--- src/rtl/clint_timer_if.sv ---
// ============================================================================
// Module      : clint_timer_if
// Description : req/gnt/rvalid data-bus port for the CLINT timer block.
// Revision    : 1.0 - initial release
// ============================================================================
`default_nettype none

interface clint_timer_if;
  logic        req_i;
  logic        we_i;
  logic [15:0] addr_i;
  logic [3:0]  be_i;
  logic [31:0] wdata_i;
  logic        gnt_o;
  logic        rvalid_o;
  logic [31:0] rdata_o;
  logic        err_o;

  modport master (
    output req_i, we_i, addr_i, be_i, wdata_i,
    input  gnt_o, rvalid_o, rdata_o, err_o
  );

  modport slave (
    input  req_i, we_i, addr_i, be_i, wdata_i,
    output gnt_o, rvalid_o, rdata_o, err_o
  );
endinterface

`default_nettype wire

--- src/rtl/clint_timer.sv ---
// ============================================================================
// Module      : clint_timer
// Description : Machine timer/software interrupt source (mtime, mtimecmp, msip).
// Revision    : 1.0 - initial release
// ============================================================================
`default_nettype none

module clint_timer #(
  parameter int unsigned PRESCALE     = 1,
  parameter logic [63:0] MTIMECMP_RST = 64'hFFFF_FFFF_FFFF_FFFF
) (
  input  wire logic        clk_i,
  input  wire logic        rst_i,
  input  wire logic        time_en_i,
  clint_timer_if.slave     bus,
  output logic             timer_irq_o,
  output logic             soft_irq_o
);

  localparam logic [15:0] c_ADDR_MSIP    = 16'h0000;
  localparam logic [15:0] c_ADDR_CMP_LO  = 16'h4000;
  localparam logic [15:0] c_ADDR_CMP_HI  = 16'h4004;
  localparam logic [15:0] c_ADDR_TIME_LO = 16'hBFF8;
  localparam logic [15:0] c_ADDR_TIME_HI = 16'hBFFC;
  localparam logic [15:0] c_PRESC_MAX    = 16'(PRESCALE - 1);

  logic [63:0] r_mtime;
  logic [63:0] r_mtimecmp;
  logic        r_msip;
  logic [15:0] r_presc;
  logic        r_rvalid;
  logic        r_err;
  logic [31:0] r_rdata;
  logic        r_timer_irq;
  logic        r_soft_irq;

  logic        w_sel_msip, w_sel_cmp_lo, w_sel_cmp_hi, w_sel_time_lo, w_sel_time_hi;
  logic        w_mapped;
  logic        w_wr;
  logic        w_rd;
  logic        w_time_wr;
  logic        w_tick;
  logic [31:0] w_rd_val;
  logic [63:0] w_mtime_wr_val;

  function automatic logic [31:0] f_merge(input logic [31:0] old_val,
                                          input logic [31:0] new_val,
                                          input logic [3:0]  be);
    logic [31:0] res;
    res = old_val;
    for (int i = 0; i < 4; i++) begin
      if (be[i]) res[8*i +: 8] = new_val[8*i +: 8];
    end
    return res;
  endfunction

  // Exact 16-bit compares also reject misaligned offsets.
  assign w_sel_msip    = (bus.addr_i == c_ADDR_MSIP);
  assign w_sel_cmp_lo  = (bus.addr_i == c_ADDR_CMP_LO);
  assign w_sel_cmp_hi  = (bus.addr_i == c_ADDR_CMP_HI);
  assign w_sel_time_lo = (bus.addr_i == c_ADDR_TIME_LO);
  assign w_sel_time_hi = (bus.addr_i == c_ADDR_TIME_HI);
  assign w_mapped      = w_sel_msip | w_sel_cmp_lo | w_sel_cmp_hi |
                         w_sel_time_lo | w_sel_time_hi;

  assign w_wr      = bus.req_i & bus.we_i & w_mapped;
  assign w_rd      = bus.req_i & ~bus.we_i & w_mapped;
  assign w_time_wr = w_wr & (w_sel_time_lo | w_sel_time_hi);
  assign w_tick    = time_en_i & (r_presc == c_PRESC_MAX);

  always_comb begin
    w_rd_val = 32'd0;
    case (bus.addr_i)
      c_ADDR_MSIP:    w_rd_val = {31'd0, r_msip};
      c_ADDR_CMP_LO:  w_rd_val = r_mtimecmp[31:0];
      c_ADDR_CMP_HI:  w_rd_val = r_mtimecmp[63:32];
      c_ADDR_TIME_LO: w_rd_val = r_mtime[31:0];
      c_ADDR_TIME_HI: w_rd_val = r_mtime[63:32];
      default:        w_rd_val = 32'd0;
    endcase
  end

  always_comb begin
    w_mtime_wr_val = r_mtime;
    if (w_sel_time_lo)
      w_mtime_wr_val[31:0] = f_merge(r_mtime[31:0], bus.wdata_i, bus.be_i);
    else
      w_mtime_wr_val[63:32] = f_merge(r_mtime[63:32], bus.wdata_i, bus.be_i);
  end

  always_ff @(posedge clk_i or posedge rst_i) begin
    if (rst_i) begin
      r_mtime     <= 64'd0;
      r_mtimecmp  <= MTIMECMP_RST;
      r_msip      <= 1'b0;
      r_presc     <= 16'd0;
      r_rvalid    <= 1'b0;
      r_err       <= 1'b0;
      r_rdata     <= 32'd0;
      r_timer_irq <= 1'b0;
      r_soft_irq  <= 1'b0;
    end else begin
      r_rvalid <= bus.req_i;
      r_err    <= bus.req_i & ~w_mapped;
      r_rdata  <= w_rd ? w_rd_val : 32'd0;

      if (w_wr && w_sel_msip && bus.be_i[0]) r_msip <= bus.wdata_i[0];
      if (w_wr && w_sel_cmp_lo)
        r_mtimecmp[31:0] <= f_merge(r_mtimecmp[31:0], bus.wdata_i, bus.be_i);
      if (w_wr && w_sel_cmp_hi)
        r_mtimecmp[63:32] <= f_merge(r_mtimecmp[63:32], bus.wdata_i, bus.be_i);

      // A software write to mtime overrides the increment and restarts the prescaler.
      if (w_time_wr) begin
        r_mtime <= w_mtime_wr_val;
        r_presc <= 16'd0;
      end else if (w_tick) begin
        r_mtime <= r_mtime + 64'd1;
        r_presc <= 16'd0;
      end else if (time_en_i) begin
        r_presc <= r_presc + 16'd1;
      end

      r_timer_irq <= (r_mtime >= r_mtimecmp);
      r_soft_irq  <= r_msip;
    end
  end

  assign bus.gnt_o    = bus.req_i;
  assign bus.rvalid_o = r_rvalid;
  assign bus.err_o    = r_err;
  assign bus.rdata_o  = r_rdata;
  assign timer_irq_o  = r_timer_irq;
  assign soft_irq_o   = r_soft_irq;

endmodule

`default_nettype wire

--- src/flat_wrapper.sv ---
// flat-port wrapper written by rule: the top's interface ports become plain ports
module clint_timer_flat 
#(
  parameter int unsigned PRESCALE     = 1,
  parameter logic [63:0] MTIMECMP_RST = 64'hFFFF_FFFF_FFFF_FFFF
)
  (clk_i, rst_i, time_en_i, timer_irq_o, soft_irq_o, bus_req_i, bus_we_i, bus_addr_i, bus_be_i, bus_wdata_i, bus_gnt_o, bus_rvalid_o, bus_rdata_o, bus_err_o);
  clint_timer_if bus_i ();
  input  wire logic clk_i;
  input  wire logic rst_i;
  input  wire logic time_en_i;
  output logic timer_irq_o;
  output logic soft_irq_o;
  input wire logic [$bits(bus_i.req_i)-1:0] bus_req_i;
  input wire logic [$bits(bus_i.we_i)-1:0] bus_we_i;
  input wire logic [$bits(bus_i.addr_i)-1:0] bus_addr_i;
  input wire logic [$bits(bus_i.be_i)-1:0] bus_be_i;
  input wire logic [$bits(bus_i.wdata_i)-1:0] bus_wdata_i;
  output wire logic [$bits(bus_i.gnt_o)-1:0] bus_gnt_o;
  output wire logic [$bits(bus_i.rvalid_o)-1:0] bus_rvalid_o;
  output wire logic [$bits(bus_i.rdata_o)-1:0] bus_rdata_o;
  output wire logic [$bits(bus_i.err_o)-1:0] bus_err_o;
  assign bus_i.req_i = bus_req_i;
  assign bus_i.we_i = bus_we_i;
  assign bus_i.addr_i = bus_addr_i;
  assign bus_i.be_i = bus_be_i;
  assign bus_i.wdata_i = bus_wdata_i;
  assign bus_gnt_o = bus_i.gnt_o;
  assign bus_rvalid_o = bus_i.rvalid_o;
  assign bus_rdata_o = bus_i.rdata_o;
  assign bus_err_o = bus_i.err_o;
  clint_timer #(.PRESCALE(PRESCALE), .MTIMECMP_RST(MTIMECMP_RST)) u_core (.clk_i(clk_i), .rst_i(rst_i), .time_en_i(time_en_i), .bus(bus_i), .timer_irq_o(timer_irq_o), .soft_irq_o(soft_irq_o));
endmodule
--- config.mk ---
export PLATFORM = sky130hd
export DESIGN_NAME = clint_timer_flat
export DESIGN_NICKNAME = d
export VERILOG_FILES = /design/src/rtl/clint_timer_if.sv /design/src/rtl/clint_timer.sv /design/src/flat_wrapper.sv
export SDC_FILE = /design/constraint.sdc
export NUM_CORES = 1
export LEC_CHECK = 0
export CAP_MARGIN = 20
export CORE_MARGIN = 4
export CORE_UTILIZATION = 30
export CTS_CLUSTER_DIAMETER = 30
export CTS_CLUSTER_SIZE = 25
export DETAILED_ROUTE_END_ITERATION = 10
export DONT_BUFFER_PORTS = 1
export SLEW_MARGIN = 20
export SYNTH_ARGS = -nofsm -noshare
export SYNTH_HDL_FRONTEND = slang
export SYNTH_SLANG_ARGS = --single-unit
--- constraint.sdc ---
create_clock -name clk_i -period 6.44 [get_ports clk_i]
set_input_delay 1.932 -clock clk_i [delete_from_list [all_inputs] [get_ports clk_i]]
set_output_delay 1.932 -clock clk_i [all_outputs]
set_load 0.01 [all_outputs]
---- Word level (Yosys, flattened, before mapping) ----
Cells that the tools add are included.
storage, ports and cells
  flip-flop bits (word level) ............. 181
  bits of input ports ..................... 57
  output and inout bits ................... 37
  word-level logic and storage cells ...... 87
operators by class
  add/sub/neg operators ................... 2
  $lt $le $gt $ge ......................... 1
  eq/ne operators ......................... 10
  multiplexer cells ....................... 13
  bitwise logic cells ..................... 14
  reductions and logical operators ........ 24
operator list
  cell                   count
  $pmux 32 s5            1
  $mux 64                2
  $mux 32                3
  $add 64x1->64 const B  1
  $ge 64x64->1           1
  $mux 16                3
  $eq 16x15->1 const B   2
  $eq 16x16->1 const B   2
  $logic_not 16->1       2
  $mux 8                 4
  $reduce_and 3->1       8
  $add 16x1->16 const B  1
  $reduce_and 2->1       8
  $ne 2x2->1 const B     5
  $and 1x1->1            7
  $or 1x1->1             5
  $logic_and 1x1->1      4
  $reduce_bool 3->1      1
  $ne 2x1->1 const B     1
  $not 1->1              2
  $reduce_bool 2->1      1

---- Depth between registers and ports, before layout ----
Gate-level depths: netlist (run 1).
  depth in word-level cells ............... 9
  mapped depth ............................ 9

---- Worst setup path after synthesis (run 1) ----
Ideal clock, no wire load.
  kind .................................... input port to output port
  start point ............................. input port bus_req_i
  end point ............................... output port bus_gnt_o
  data arrival time ....................... 2.051 ns
  data required time ...................... 4.508 ns
  setup slack ............................. 2.457 ns
  cell stages on the path ................. 1
  path through ............................ buf_4
RTL lines
  what             RTL line            RTL
  start, declared  flat_wrapper.sv:14  input wire logic [$bits(bus_i.req_i)-1:0] bus_req_i;
  end, declared    flat_wrapper.sv:19  output wire logic [$bits(bus_i.gnt_o)-1:0] bus_gnt_o;
No word-level cell between the ends.

---- Worst setup path in the final report (run 1) ----
  start point ............................. input port bus_addr_i[5]
  end point ............................... register u_core.r_mtimecmp[35]
on the way
  longest elaborated chain between the ends .. 8
  elaborated cells between the ends (all ways) .. 12
  classes of those cells .................. eq/ne (4); bitwise (5); reduce/logical (3)
ends and longest elaborated chain
  what                                              RTL line                              RTL
  start, declared                                   flat_wrapper.sv:16                    input wire logic [$bits(bus_i.addr_i)-1:0] bus_addr_i;
  $eq 16x15->1 or $logic_not 16->1 (tied branches)  clint_timer.sv:59, clint_timer.sv:58
  $or 1x1->1 (3 in series)                          clint_timer.sv:63                     assign w_mapped = w_sel_msip | w_sel_cmp_lo | w_sel_cmp_hi |
  $or 1x1->1                                        clint_timer.sv:64                     w_sel_time_lo | w_sel_time_hi;
  $and 1x1->1                                       clint_timer.sv:66                     assign w_wr = bus.req_i & bus.we_i & w_mapped;
  $logic_and 1x1->1 (*)                             clint_timer.sv:110                    if (w_wr && w_sel_cmp_hi)
  $reduce_and 2->1 (no source line) (*)             -
  end signal, assigned                              clint_timer.sv:111                    r_mtimecmp[63:32] <= f_merge(r_mtimecmp[63:32], bus.wdata_i, bus.be_i);
  end, declared                                     clint_timer.sv:28                     logic [63:0] r_mtimecmp;
Every way passes the cells marked *; elsewhere a longest branch is shown, timed or not.
A chain may end at the register's enable or synchronous reset.

==> results of run 1 <==
[synth_stat cells (all sizes together), types with 8 or more instances]
| master | count | area (um^2) |
|---|---|---|
| a21oi | 145 | 733 |
| dfrtp | 117 | 2930 |
| nand2 | 94 | 353 |
| inv | 82 | 308 |
| nor2 | 70 | 265 |
| ha | 67 | 838 |
| a22oi | 64 | 480 |
| dfstp | 64 | 1680 |
| mux2 | 58 | 653 |
| o21ai | 50 | 250 |
| clkbuf | 46 | 175 |
| nand3 | 40 | 200 |
| nand4 | 35 | 253 |
| a31oi | 22 | 153 |
| and3 | 21 | 131 |
| buf | 21 | 126 |
| nor3 | 19 | 116 |
| nor4 | 18 | 164 |
| o22a | 17 | 149 |
| o22ai | 15 | 93.8 |
| o31ai | 10 | 75.1 |
| and4 | 9 | 78.8 |
| o32ai | 9 | 78.8 |
| a31o | 8 | 70.1 |
| and2 | 8 | 50.1 |
| o21a | 8 | 60.1 |
[power breakdown]
part           total [uW]  switching [uW]  internal (uW)
Combinational         240             158           82.0
Sequential           1210            48.5           1170
Clock                1100             504            601
Total                2560             711           1850
[cell type report]
class	count	area, um^2
tap	468	586
clock inverter	12	144
multi-input combinational	876	6040
clock buffer	20	457
timing repair buffer	13	110
inverter	82	312
fill	3834	24500
sequential	181	4610
[registers in the layout, indices dropped and copies added, names as in the netlist]
name and count:
u_core.r_mtime 64, u_core.r_mtimecmp 64, u_core.bus.rdata_o 32, u_core.r_presc 16, u_core.bus.err_o 1, u_core.bus.rvalid_o 1, u_core.r_msip 1, u_core.soft_irq_o 1
u_core.timer_irq_o 1
[path summary, 6_finish.rpt]
| check | to | slack (ns) | cells past startpoint |
|---|---|---|---|
| min reg2reg | u_core.soft_irq_o | 0.43 | 0 |
| max reg2reg | u_core.r_mtime[54] | 3.04 | 6 |
| min in group asynchronous | u_core.bus.rdata_o[11] | 1.38 | 1 |
| min | u_core.soft_irq_o | 0.43 | 0 |
| max | u_core.r_mtimecmp[35] | 2.33 | 7 |
| max in group asynchronous | u_core.r_mtime[31] | 3.92 | 2 |
[stage by stage]
step / utilization / hold WS [ns] / std cells / worst slack (ns) / power [uW]
6_report: 0.333 / 0.425 / 1652 / 2.33 / 2560
5_1_grt: 0.333 / 0.439 / 1652 / 2.07 / 2660
4_1_cts: 0.333 / 0.423 / 1652 / 2.39 / 2580
3_5_place_dp: 0.317 / 0.397 / 1620 / 1.93 / 1470
3_3_place_gp: 0.317 / 0.403 / 1620 / 2.00 / 1470
2_1_floorplan: - / 0.369 / 1206 / 2.24 / 1410
[logic make-up after synthesis]
logic type      Yosys count
xor+xnor                  8
flops                   181
buf+inv                 149
simple gates            338
fa+ha+maj                67
compound gates          402
mux                      61
[routing by layer]
metal,global-route usage,up-vias
li1,-,4455
met1,0.240,4829
met2,0.275,357
met3,0.0417,41
met4,0.0405,0
met5,0,-
==> impl_metrics.ini, run 1 <==
[worst_setup_path]
cp.required_ns = 6.80
cp.arrival_ns = 4.47
worstPathMaxFanout = 22
crit_type = primary input to register
crit_family = simple AND/OR/NAND/NOR gates
r2r_start = u_core.r_mtime[11]
cpMostUsedCell = and3_1
crit_chain = nor4_1 > and3_1 > and4_1 > buf_4 > and3_1 > nand2_1 > o21ai_0
path_buf_inv = 1
start_kind = primary input
critical-path-max-stage-delay_ns = 0.74
worstSetupStartpoint = bus_addr_i[5]
timing.critical_path.slowest_stage_cell = and4_1
end_kind = register

[clock_network]
clkSinkCount = 181
postCtsHoldBufs = 0
clock_latency_ns = 0.45
post_cts_buffers = 0
cts_resized = 0
clockBufferDepth = 2
numCtsBuffers = 17
cts_root_buf = clkbuf_16
h-tree-depth = 4
clk_pin_slew_ns = 0.08
cts_tree = yes

[logic_synthesis]
synth_cell_types = 75
synth_fp_nets = 1330
muxShareOfSynthArea = 0.0608
synth_adder_area_share = 0.0746
synth_xor_area_frac = 0.00624
synth_top_family_by_area = compound AO/OA/AOI/OAI gates
synth_compound_area_frac = 0.233
synth_edf_count = 0
async_reset_ff_frac = 1.00
synthCells = 1206
yosys.area_share.simple = 0.160
yosys_warnings = 0
ys.flop_type = dfrtp_1
ys_seq_area_frac = 0.410
netlist_area_um2 = 11200
ys_seq_elements = 181
syn_area_per_cell_um2 = 9.32

[sta]
period_share = 0.638
tns_ns = 0
clock_skew_ns = 0.0140
finalHoldViolations = 0
rsz0062_at_grt = no
max_slew.worst_pin.slew_ns = 0.952
slew_violations = 0
clock.fmax_mhz = 243
setup-violations-final = 0
slew_headroom = 0.360
final.min_clock_period_ns = 4.11

[die]
pin_count = 94
core.rowCount = 70
initial_core_util = 0.305
die_w_um = 202
core_area_um2 = 36800
die_area_um2 = 40600
fp.dieH_um = 202

[placement]
dp_hpwl_um = 25900
place_area_um2 = 11700
gp_congestion = 0.908
io_buffers = 0

[global_route]
grt_pass1_vias = 9452
grt_usage = 0.173
grt_max_degree = 105
grt_pass1_wl_um = 55900
gr-total-overflow = 0
antenna_found_initial = 0

[detailed_routing]
routed-via-count = 9682
route.met2.wl_um = 16400
drt_iter0_drc = 963
drc = 0
wl_met3_um = 2920
via_per_inst = 5.86
ant_nets = 0
wl_met1_um = 15800
wl_um = 35700
top_layer = met4
wl_per_cell_um = 21.6
dr.pass1.iters = 5

[cells_and_area]
syn_to_final_growth_pct = 9.12
final_layout_size_suffix_gt1_frac = 0.169
final_nets = 1295
final_cell_mix = 143 x a21oi_1, 117 x dfrtp_1, 94 x nand2_1
mostFrequentLayoutCell = a21oi_1
design_area_um2 = 12300
diodes = 0

[power_and_ir_drop]
power_density_nw_per_um2 = 209
leakagePower_uw = 0.00494
ir_worst_vdd_uv = 187

[min_path]
hold_start = u_core.r_msip
hp-class = register to register

[status]
status = completed

[job]
cap_viol_max_count = 0
(Power assumes the default switching activity.)
==> inputs of run 2 (changes only) <==
==> constraint.sdc (replaced) <==
create_clock -name clk_i -period 3.7 [get_ports clk_i]
set_input_delay 1.11 -clock clk_i [delete_from_list [all_inputs] [get_ports clk_i]]
set_output_delay 1.11 -clock clk_i [all_outputs]
set_load 0.01 [all_outputs]
==> run 2 against run 1 <==
Critical path depth is 1 higher. Clock skew increased by 0.0030 ns. Sequential power rose by 75%. Critical path type is now register to register.
==> impl_metrics.ini, run 2 (synthesis gave the netlist of run 1 again) <==
[status]
status = completed

[sta]
period_share = 0.769
slew_violations = 0
clock_skew_ns = 0.0171
finalHoldViolations = 0
slew_headroom = 0.460
final.min_clock_period_ns = 2.84
max_slew.worst_pin.slew_ns = 0.803
clock.fmax_mhz = 352
tns_ns = 0
setup-violations-final = 0
layout_setup_ws_ns = 0.855
rsz0062_at_grt = no

[placement]
gp_congestion = 0.881
dp_slack_ns = 0.458
dp_cells = 1636
dp_hpwl_um = 25900
io_buffers = 0

[detailed_routing]
wl_per_cell_um = 21.1
dr.pass1.iters = 5
drc = 0
via_per_inst = 5.79
route.met2.wl_um = 16200
wl_met3_um = 2620
routed-via-count = 9657
wl_met1_um = 15500
drt_iter0_drc = 859
wl_um = 35200
ant_nets = 0
top_layer = met4

[clock_network]
clkSinkCount = 181
post_cts_buffers = 0
cts_root_buf = clkbuf_16
clockBufferDepth = 2
h-tree-depth = 4
clock_latency_ns = 0.45
cts_tree = yes
clk_pin_slew_ns = 0.07
postCtsHoldBufs = 0
cts_resized = 0
numCtsBuffers = 17

[worst_setup_path]
path_buf_inv = 1
worstPathMaxFanout = 3
r2r_start = u_core.r_mtimecmp[15]
cp.required_ns = 3.98
ff2ff_setup_slack_ns = 0.86
timing.critical_path.slowest_stage_cell = or4_1
start_kind = register
critical-path-max-stage-delay_ns = 0.64
crit_chain = inv_1 > ha_1 > nand4_1 > or4_1 > a221oi_1 > a211o_1 > a211oi_1 > o21ai_0
crit_family = compound AO/OA/AOI/OAI gates
cp.arrival_ns = 3.12
reg2reg_depth = 8
rr_endpoint = u_core.timer_irq_o
crit_type = register to register
end_kind = register

[global_route]
grt_usage = 0.173
antenna_found_initial = 0
grt_max_degree = 126
grt_pass1_wl_um = 55800
gr-total-overflow = 0
grt_pass1_vias = 9637

[die]
fp.dieH_um = 202
die_area_um2 = 40600
core_area_um2 = 36800
pin_count = 94
core.rowCount = 70
die_w_um = 202
initial_core_util = 0.305

[cells_and_area]
mostFrequentLayoutCell = a21oi_1
final_cell_mix = 143 x a21oi_1, 117 x dfrtp_1, 94 x nand2_1
syn_to_final_growth_pct = 11.3
diodes = 0
fin_cells = 1668
final_nets = 1311
final_layout_size_suffix_gt1_frac = 0.180

[power_and_ir_drop]
ir_worst_vdd_uv = 312
power_density_nw_per_um2 = 372
leakagePower_uw = 0.00509

[min_path]
hp-class = register to register
hold_depth = 0
holdPathEnd = u_core.soft_irq_o
hold_start = u_core.r_msip

[job]
cap_viol_max_count = 0
==> run 2: changes by cell type in the layout (fill, tap and decap cells not counted), moves of 2 or more <==
cell | before | now
buf_12 | 1 | 6
buf_4 | 12 | 23
bufinv_16 | 2 | 6
clkinv_2 | 1 | 4
clkinv_4 | 3 | 0
clkinvlp_4 | 3 | 1
==> run 2: power breakdown <==
group	switching [uW]	internal [uW]
Clock	832	1290
Combinational	271	148
Sequential	88.0	2030
==> run 2: per-stage QoR <==
stage / power (uW) / hold WS (ns) / cell area [um^2] / util
after global placement: 2560 / 0.403 / 11800 / 0.322
after floorplan: 2460 / 0.369 / 11200 / -
after CTS: 4700 / 0.413 / 12500 / 0.340
after detailed placement: 2570 / 0.391 / 11800 / 0.322
final: 4660 / 0.416 / 12500 / 0.340
after global routing: 4860 / 0.450 / 12500 / 0.340
==> run 2: layout make-up <==
class	count	area (um^2)
Fill cell	3779	24300
Multi-Input combinational cell	876	6040
Sequential cell	181	4610
Tap cell	468	586
Clock buffer	19	443
Inverter	82	312
Timing Repair Buffer	29	293
Clock inverter	13	226
==> run 2: worst max path at each step <==
stage | endpoint | slack [ns] | cells after the start | start
detailed placement | u_core.r_mtime[6] | 0.46 | 6 | bus_addr_i[3]
CTS | u_core.r_mtime[4] | 0.93 | 6 | bus_addr_i[3]
global placement | u_core.r_mtime[4] | 0.48 | 6 | bus_addr_i[3]
floorplan | u_core.bus.err_o | 0.32 | 1 | rst_i
finish | u_core.timer_irq_o | 0.86 | 8 | u_core.r_mtimecmp[15]
global route | u_core.r_mtime[4] | 0.78 | 6 | bus_addr_i[3]
==> run 2: per-layer routing <==
layer / vias to the layer above / GRT usage
met4: 0 / 0.0562
met5: - / 0
li1: 4484 / -
met2: 344 / 0.274
met3: 51 / 0.0440
met1: 4778 / 0.231
==> inputs of run 3 (changes only) <==
==> constraint.sdc (replaced) <==
create_clock -name clk_i -period 2.45 [get_ports clk_i]
set_input_delay 0.735 -clock clk_i [delete_from_list [all_inputs] [get_ports clk_i]]
set_output_delay 0.735 -clock clk_i [all_outputs]
set_load 0.01 [all_outputs]
==> run 3 against run 2 <==
The flow now finishes with violations (negative setup slack). First-iteration DRC count increased by 24%. Setup slack got worse by 0.87 ns. Wire length up 6.9%. Fmax is 15% higher. Power grew 49%. Global-route usage rose by 0.74 points. Sequential power rose by 50%. Via count up 6.5%. Critical path depth increased by 3. Register-to-register slack got worse by 0.87 ns. Critical endpoint unchanged. Largest cell class unchanged.
==> impl_metrics.ini, run 3 (synthesis gave the netlist of run 1 again) <==
[worst_setup_path]
endpoint = u_core.timer_irq_o
timing.critical_path.slowest_stage_cell = dfstp_2
cp.arrival_ns = 2.81
reg2reg_depth = 11
start_kind = register
ff2ff_setup_slack_ns = -0.02
critical-path-max-stage-delay_ns = 0.56
end_kind = register
worstSetupStartpoint = u_core.r_mtimecmp[21]
worstPathMaxFanout = 3
r2r_start = u_core.r_mtimecmp[21]
cpMostUsedCell = buf_4
crit_type = register to register
rr_endpoint = u_core.timer_irq_o
cp.required_ns = 2.79
crit_chain = inv_2 > ha_4 > a21oi_2 > nor2_1 > a211oi_2 > buf_4 > o31ai_2 > a2111oi_4 > buf_4 > o21ai_2 > buf_4

[die]
core.rowCount = 70
core_area_um2 = 36800
fp.dieH_um = 202
die_area_um2 = 40600
initial_core_util = 0.305
pin_count = 94
die_w_um = 202

[cells_and_area]
final_layout_size_suffix_gt1_frac = 0.274
syn_to_final_growth_pct = 22.3
final_util = 0.373
diodes = 0
final_nets = 1436
final_cell_mix = 140 x a21oi_1, 134 x buf_4, 117 x dfrtp_1
mostFrequentLayoutCell = a21oi_1
fillCellCount = 3680

[clock_network]
cts_tree = yes
numCtsBuffers = 17
clockBufferDepth = 2
clk_pin_slew_ns = 0.08
clock_latency_ns = 0.46
cts_root_buf = clkbuf_16
h-tree-depth = 4
clkSinkCount = 181

[placement]
dp_hpwl_um = 27800
gp_congestion = 0.947
io_buffers = 0

[detailed_routing]
drc = 0
ant_nets = 0
routed-via-count = 10282
drt_iter0_drc = 1067
dr.pass1.iters = 6
wl_um = 37600
via_per_inst = 5.73
wl_per_cell_um = 21.0

[power_and_ir_drop]
power.total_uw = 6930
leakagePower_uw = 0.00579
power_density_nw_per_um2 = 504
ir_worst_vdd_uv = 520

[sta]
rsz0062_at_grt = yes
final.min_clock_period_ns = 2.47
slew_headroom = 0.595
finalHoldViolations = 0
period_share = 1.01
setup-violations-final = 1
clock.fmax_mhz = 406
clock_skew_ns = 0.0165
slew_violations = 0
layout_setup_ws_ns = -0.0154
max_slew.worst_pin.slew_ns = 0.607

[global_route]
grt_usage = 0.180
grt_max_degree = 96
grt_pass1_vias = 10156
antenna_found_initial = 0
grt_pass1_wl_um = 58100
gr-total-overflow = 0

[status]
violations = negative setup slack
status = finished with violations

[min_path]
hp-class = primary input to async pin

[job]
cap_viol_max_count = 0
==> run 3: worst min path at each step <==
stage                  start                     end  depth (start not counted)  slack [ns]
5_1_grt            bus_req_i     u_core.bus.rvalid_o                          0        0.27
2_1_floorplan  u_core.r_msip       u_core.soft_irq_o                          0        0.37
3_3_place_gp   u_core.r_msip       u_core.soft_irq_o                          0        0.39
6_report               rst_i  u_core.bus.rdata_o[12]                          2        0.29
4_1_cts            bus_req_i     u_core.bus.rvalid_o                          0        0.28
3_5_place_dp   u_core.r_msip       u_core.soft_irq_o                          0        0.39
==> run 3: power by group <==
group | switching (uW) | internal (uW)
clock network | 1390 | 1550
registers | 105 | 3070
logic | 486 | 328
total | 1980 | 4950
==> run 3: worst max-delay path: cells and delay by family, from the launching register on <==
kind                     cells  cell delay [ns]
buffers and inverters        4             0.56
adder cells (fa/ha/maj)      1             0.24
flip-flops                   1             0.56
AND/OR/NAND/NOR              1             0.07
AO/OA/AOI/OAI                5             0.93
==> run 3: layout make-up <==
type	count	area, um^2	share of cell area
Inverter	82	312	0.0227
Sequential cell	181	4610	0.336
Tap cell	468	586	0.0426
Timing Repair Buffer	154	1410	0.102
Clock buffer	17	425	0.0310
Clock inverter	15	181	0.0132
Multi-Input combinational cell	876	6220	0.453
==> run 3: per-stage QoR <==
stage	setup WS, ns	cells	TNS [ns]	hold WS [ns]	cell area, um^2
2_1_floorplan	-0.555	1206	-64.97	0.369	11200
3_3_place_gp	-0.338	1760	-1.42	0.391	12900
3_5_place_dp	-0.370	1760	-3.24	0.390	12900
4_1_cts	0.0240	1792	0	0.278	13600
5_1_grt	-0.0912	1793	-0.0912	0.273	13700
6_report	-0.0154	1793	-0.0154	0.289	13700
==> run 3: what timing repair did <==
action | CTS | global route
hold buffers | 0 | 0
resized for setup | 7 | 23
buffers inserted | 0 | 1
endpoints found under the setup margin | 1 | 23
pin swaps | 2 | 8
cloned | 0 | 0
endpoints found under the hold margin | 0 | 0
==> run 3: layer usage <==
metal  GRT usage  up-vias  share of wire
li1            -     4734              -
met1       0.242     5088           0.43
met2       0.294      406           0.47
met3      0.0346       54          0.069
met4      0.0583        0          0.026
met5           0        -              0
